<file path="config.mk">
export PLATFORM = sky130hd
export DESIGN_NAME = ram16_fifo_ctrl
export DESIGN_NICKNAME = d
export VERILOG_FILES = /design/src/rtl/ram16_fifo_ctrl_pkg.sv /design/src/rtl/ram16_fifo_ctrl_ram.sv /design/src/rtl/ram16_fifo_ctrl.sv
export SDC_FILE = /design/constraint.sdc
export NUM_CORES = 1
export LEC_CHECK = 0
export ABC_AREA = 1
export ABC_CLOCK_PERIOD_IN_PS = 2000
export CORE_MARGIN = 3
export CORE_UTILIZATION = 55
export CTS_CLUSTER_DIAMETER = 50
export DETAILED_ROUTE_END_ITERATION = 10
export HOLD_SLACK_MARGIN = 0.12
export PLACE_DENSITY = 0.8
export SLEW_MARGIN = 20
export SYNTH_ARGS = -nofsm -noshare
export SYNTH_HDL_FRONTEND = slang
export SYNTH_SLANG_ARGS = --single-unit
</file>
<file path="constraint.sdc">
create_clock -name clk -period 2 [get_ports clk]
set_clock_uncertainty 0.05 [all_clocks]
set_input_delay 0.4 -clock clk [delete_from_list [all_inputs] [get_ports clk]]
set_output_delay 0.4 -clock clk [all_outputs]
set_load 0.01 [all_outputs]
</file>
<file path="src/rtl/ram16_fifo_ctrl_pkg.sv">
// Shared constants for the RAM-based FIFO queues.
//   RAM16_DATA_WIDTH  : default word width
//   RAM16_DATA_DEPTH  : default address width (capacity = 2**depth words)
//   RAM16_AFULL_LEVEL : default almost_full threshold in words
//   fifo_capacity()   : capacity in words for a given address width (1 << depth)
package ram16_fifo_ctrl_pkg;

    localparam int RAM16_DATA_WIDTH  = 16;
    localparam int RAM16_DATA_DEPTH  = 4;
    localparam int RAM16_AFULL_LEVEL = 12;

    function automatic int fifo_capacity(input int depth);
        return 1 << depth;
    endfunction

endpackage

</file>
<file path="src/rtl/ram16_fifo_ctrl_ram.sv">
// Distributed RAM (myRAM_WxD_D style) used as FIFO storage.
// Synchronous write on the write port, asynchronous (combinational) read port.
// The write-side readback output (QW) of the original primitive is not needed by
// the FIFO and is not provided.
//   clk     : write clock
//   wr_en   : write enable (WE)
//   wr_addr : write address (AW)
//   wr_data : write data (D)
//   rd_addr : read address (AR)
//   rd_data : read data at rd_addr (QR), combinational
module ram16_fifo_ctrl_ram
    import ram16_fifo_ctrl_pkg::*;
#(
    parameter int DATA_WIDTH = RAM16_DATA_WIDTH,
    parameter int DATA_DEPTH = RAM16_DATA_DEPTH
) (
    input  logic                  clk,
    input  logic                  wr_en,
    input  logic [DATA_DEPTH-1:0] wr_addr,
    input  logic [DATA_WIDTH-1:0] wr_data,
    input  logic [DATA_DEPTH-1:0] rd_addr,
    output logic [DATA_WIDTH-1:0] rd_data
);

    logic [DATA_WIDTH-1:0] mem [0:fifo_capacity(DATA_DEPTH)-1];

    // NOTE: the storage array has no reset; distributed RAM cannot be cleared in one
    // cycle, and the FIFO never exposes a word it has not written since the last clear.
    always_ff @(posedge clk) begin
        if (wr_en) begin
            mem[wr_addr] <= wr_data;
        end
    end

    assign rd_data = mem[rd_addr];

endmodule

</file>
<file path="src/rtl/ram16_fifo_ctrl.sv">
// Synchronous FIFO sequencer around one distributed RAM instance.
// Owns write/read pointers, occupancy count and the valid/ready handshakes.
// Optional feature: define RAM16_FIFO_AFULL_EN to add the registered almost_full
// output and the AFULL_LEVEL parameter.
//   clk         : single clock, all state changes on posedge
//   nrst        : synchronous active-low reset (overrides flush and handshakes)
//   flush       : synchronous clear of contents (overrides write and pop)
//   wr_data     : write word
//   wr_valid    : producer has a word
//   wr_ready    : FIFO not full; write happens on wr_valid & wr_ready
//   rd_data     : head word, meaningful while rd_valid
//   rd_valid    : FIFO not empty
//   rd_ready    : consumer takes head; pop happens on rd_valid & rd_ready
//   level       : occupancy 0..2**DATA_DEPTH
//   almost_full : (RAM16_FIFO_AFULL_EN only) level >= AFULL_LEVEL, registered
module ram16_fifo_ctrl
    import ram16_fifo_ctrl_pkg::*;
#(
    parameter int DATA_WIDTH  = RAM16_DATA_WIDTH,
    parameter int DATA_DEPTH  = RAM16_DATA_DEPTH
`ifdef RAM16_FIFO_AFULL_EN
    ,
    parameter int AFULL_LEVEL = RAM16_AFULL_LEVEL
`endif
) (
    input  logic                  clk,
    input  logic                  nrst,
    input  logic                  flush,
    input  logic [DATA_WIDTH-1:0] wr_data,
    input  logic                  wr_valid,
    output logic                  wr_ready,
    output logic [DATA_WIDTH-1:0] rd_data,
    output logic                  rd_valid,
    input  logic                  rd_ready,
    output logic [DATA_DEPTH:0]   level
`ifdef RAM16_FIFO_AFULL_EN
    ,
    output logic                  almost_full
`endif
);

    localparam logic [DATA_DEPTH:0] CAPACITY = (DATA_DEPTH+1)'(fifo_capacity(DATA_DEPTH));
`ifdef RAM16_FIFO_AFULL_EN
    localparam logic [DATA_DEPTH:0] AFULL_THRESH = (DATA_DEPTH+1)'(AFULL_LEVEL);
`endif

    logic [DATA_DEPTH-1:0] wr_ptr;
    logic [DATA_DEPTH-1:0] rd_ptr;
    logic [DATA_DEPTH:0]   level_next;
    logic                  wr_fire;
    logic                  rd_fire;
    logic                  clear;

    // Handshakes depend only on the registered level, never on the peer's valid/ready,
    // so full+pop never writes and empty+write never pops.
    assign wr_ready = (level != CAPACITY);
    assign rd_valid = (level != '0);
    assign wr_fire  = wr_valid & wr_ready;
    assign rd_fire  = rd_valid & rd_ready;
    assign clear    = ~nrst | flush;

    // NOTE: every variable assigned in always_comb gets a default first, so no path
    // leaves it unassigned and no latch is inferred.
    always_comb begin
        level_next = level;
        if (wr_fire && !rd_fire) begin
            level_next = level + (DATA_DEPTH+1)'(1);
        end else if (rd_fire && !wr_fire) begin
            level_next = level - (DATA_DEPTH+1)'(1);
        end
    end

    // NOTE: state registers use non-blocking assignments so every register samples
    // the pre-edge values regardless of statement order.
    always_ff @(posedge clk) begin
        if (clear) begin
            wr_ptr <= '0;
            rd_ptr <= '0;
            level  <= '0;
`ifdef RAM16_FIFO_AFULL_EN
            almost_full <= 1'b0;
`endif
        end else begin
            // Pointers wrap by natural binary overflow; full vs empty is told by level.
            if (wr_fire) begin
                wr_ptr <= wr_ptr + DATA_DEPTH'(1);
            end
            if (rd_fire) begin
                rd_ptr <= rd_ptr + DATA_DEPTH'(1);
            end
            level <= level_next;
`ifdef RAM16_FIFO_AFULL_EN
            almost_full <= (level_next >= AFULL_THRESH);
`endif
        end
    end

    // A write suppressed by reset or flush must not touch the RAM either.
    ram16_fifo_ctrl_ram #(
        .DATA_WIDTH (DATA_WIDTH),
        .DATA_DEPTH (DATA_DEPTH)
    ) u_ram (
        .clk     (clk),
        .wr_en   (wr_fire & ~clear),
        .wr_addr (wr_ptr),
        .wr_data (wr_data),
        .rd_addr (rd_ptr),
        .rd_data (rd_data)
    );

endmodule

</file>
==> flow_summary.yaml <==
sta:
  finalCritPeriodShare: 1.23
  max_freq_mhz: 406
  worstMarginPinSlew_ps: 707
  rsz0062_at_grt: "yes"
  worst_hold_slack_ps: 461
  finalSetupViolations: 16
  hold_violations: 0
  final-max-slew-violation-count: 0
  period_needed_ps: 2460
  layout_setup_ws_ps: -461
  slew_headroom: 0.527
routing:
  drt_pass1_iterations: 6
  via_per_inst: 5.62
  dr_total_vias: 8949
  antenna_left: 0
  routedWlPerCell_um: 19.8
  wl_um: 31600
  drtIter0Drc: 992
  drc: 0
status:
  violations: "setup timing"
  status: "finished, violations left"
clock_tree:
  cts.sinks: 273
  cts_hold_buffers: 0
  cts_buffers: 31
  cts_max_level: 1
  worstSkewPairLatency_ps: 550
  cts_tree: "yes"
  clk_pin_slew_worst_paths_ps: 60
  clock_path_buffers: 3
  cts-root-buf: "clkbuf_16"
power:
  p_seq_frac: 0.452
  power.density_mw_per_mm2: 926
  p_switching_w: 0.00360
  swShare: 0.256
  clockPowerShare: 0.387
  ir_drop_v: 0.00109
  pwr-share-comb: 0.161
  power.internal_w: 0.0104
  power_leakage_nw: 6.48
layout:
  final_common_cell: "nand2_1"
  postLayoutCoreUtil: 0.717
  drive_gt1_frac: 0.215
  n_antenna_cell: 0
  syn_to_final_growth_pct: 27.3
  most-common-layout-cells: "nand2_1 (325), edfxtp_1 (256), inv_1 (208)"
  fin_nets: 1325
worst_setup_path:
  cp_cell_sequence: "buf_12 -> inv_12 -> buf_16 -> nand2_1 -> nand2_1 -> nand2_1 -> nand3_1 -> nand3_1 -> nand2_1 -> buf_2"
  critPathBufInv: 4
  worstPathArrival_ps: 2010
  crit_family: "buffers and inverters"
  start_kind: "flop"
  cpPeakStageDelay_ps: 380
  required_ps: 1550
  path_class: "reg2out"
  endpoint_kind: "output pin"
  crit_fanout: 8
  timing.critical_path.mode_cell: "nand2_1"
  cp_slowest_cell: "dfxtp_4"
floorplan:
  initial_core_util: 0.563
  num_io_pins: 44
  die_area_mm2: 0.0235
  die_h_um: 153
  die_w_um: 153
  core.rowCount: 53
  core_mm2: 0.0212
global_route:
  grt_pass1_wl_um: 45600
  grt_pass1_vias: 8740
  grt_overflow: 0
  antenna_found_initial: 1
  grt_usage: 0.246
  grt_max_degree: 35
yosys:
  synth_seq_cells: 273
  synth_cell_type_count: 22
  syn_inst: 1175
  seq_area_frac_synth: 0.674
  syn_area_mm2: 0.0119
  syn_avg_cell_area_um2: 10.1
  yosysWarnings: 0
  syn_nets: 1206
job:
  drv_cap: 0
placed_design:
  port_buffers: 43
  hpwl_um: 16500
  routabilityCongestion: 0.810
min_path:
  min_path_type: "reg2reg"
cell families (layout without fill, tap and decap cells):
logic type / count (synthesis) / count (layout) / synth area share
buffers and inverters: 266 / 409 / 0.0921
AO/OA/AOI/OAI: 12 / 12 / 0.00504
AND/OR/NAND/NOR: 610 / 610 / 0.215
adder cells (fa/ha/maj): 10 / 10 / 0.0111
flip-flops: 273 / 273 / 0.674
XOR/XNOR: 4 / 4 / 0.00294
Yosys cell counts:
library cell  instances  area [um2]
nand2_1             363        1360
clkbuf_1              7        26.3
fa_1                  1        20.0
edfxtp_1            256        7690
nand3_2               2        20.0
xor2_1                4        35.0
buf_1                 5        18.8
nand3_1             202        1010
a21oi_1               6        30.0
clkinv_2              1        5.00
or2_1                 1        6.26
inv_2                 4        15.0
ha_1                  9         113
inv_1               209         785
buf_2                24         120
dfxtp_1              17         340
buf_6                 2        22.5
or2_2                 2        12.5
nand4_1               1        6.26
nor2_1               39         146
o21ai_0               6        30.0
buf_4                14         105
layout make-up:
cell class | instances | area [um2]
Inverter | 214 | 836
Multi-Input combinational cell | 636 | 3270
Fill cell | 1290 | 5980
Clock inverter | 18 | 176
Sequential cell | 273 | 8040
Timing Repair Buffer | 137 | 1690
Tap cell | 275 | 344
Clock buffer | 39 | 806
Timing Repair inverter | 1 | 16.3
power by group through the flow:
stage | registers [W] | clock network [W] | logic (W)
after floorplan | 0.00647 | 0 | 0.000968
after global routing | 0.00635 | 0.00572 | 0.00243
after CTS | 0.00635 | 0.00544 | 0.00192
after detailed placement | 0.00647 | 0 | 0.00172
final | 0.00635 | 0.00544 | 0.00226
after global placement | 0.00646 | 0 | 0.00168
state kept, by name, indices dropped and copies added, names as in the netlist, named ones only:
name and flops:
level 5, wr_ptr 4, rd_ptr 4, u_ram.mem 256
what timing repair did:
action | in CTS | in global routing
gates resized for setup | 148 | 62
cloned | 6 | 8
endpoints found under the setup margin | 25 | 21
pin swaps | 16 | 27
setup buffers | 7 | 2
through the flow:
| step | std cells | worst slack [ps] | total power [W] | instance area (um2) | TNS, ps |
|---|---|---|---|---|---|
| 2_1_floorplan | 1175 | -147 | 0.00744 | 11900 | -37660 |
| 3_3_place_gp | 1513 | -352 | 0.00814 | 13300 | -44240 |
| 3_5_place_dp | 1513 | -368 | 0.00819 | 13300 | -53630 |
| 4_1_cts | 1583 | -399 | 0.0137 | 14700 | -5890 |
| 5_1_grt | 1593 | -509 | 0.0145 | 15200 | -7660 |
| 6_report | 1593 | -461 | 0.0140 | 15200 | -6340 |
routing by layer:
| metal | vias to the layer above | wire, um | global-route usage |
|---|---|---|---|
| li1 | 4033 | - | - |
| met1 | 4222 | 11100 | 0.313 |
| met2 | 572 | 16000 | 0.418 |
| met3 | 120 | 3110 | 0.0450 |
| met4 | 2 | 1330 | 0.104 |
| met5 | - | 13 | 0 |
path summary, 6_finish.rpt:
check / endpoint / depth (start not counted) / slack [ps] / startpoint
hold reg to reg: rd_ptr[2]$_SDFFE_PP0P_ / 2 / 460 / rd_ptr[2]$_SDFFE_PP0P_
setup reg to reg: level[4]$_SDFFE_PP0P_ / 13 / 60 / level[2]$_SDFFE_PP0P_
hold / removal: rd_ptr[2]$_SDFFE_PP0P_ / 2 / 460 / rd_ptr[2]$_SDFFE_PP0P_
setup / recovery: rd_data[12] / 10 / -460 / flop
tightest hold or removal path, stage by stage (launching register included):
cell and delay (ps):
dfxtp_1 330, nand2_1 70, a21oi_1 70
Note: power is estimated with default switching activity, not from simulation.
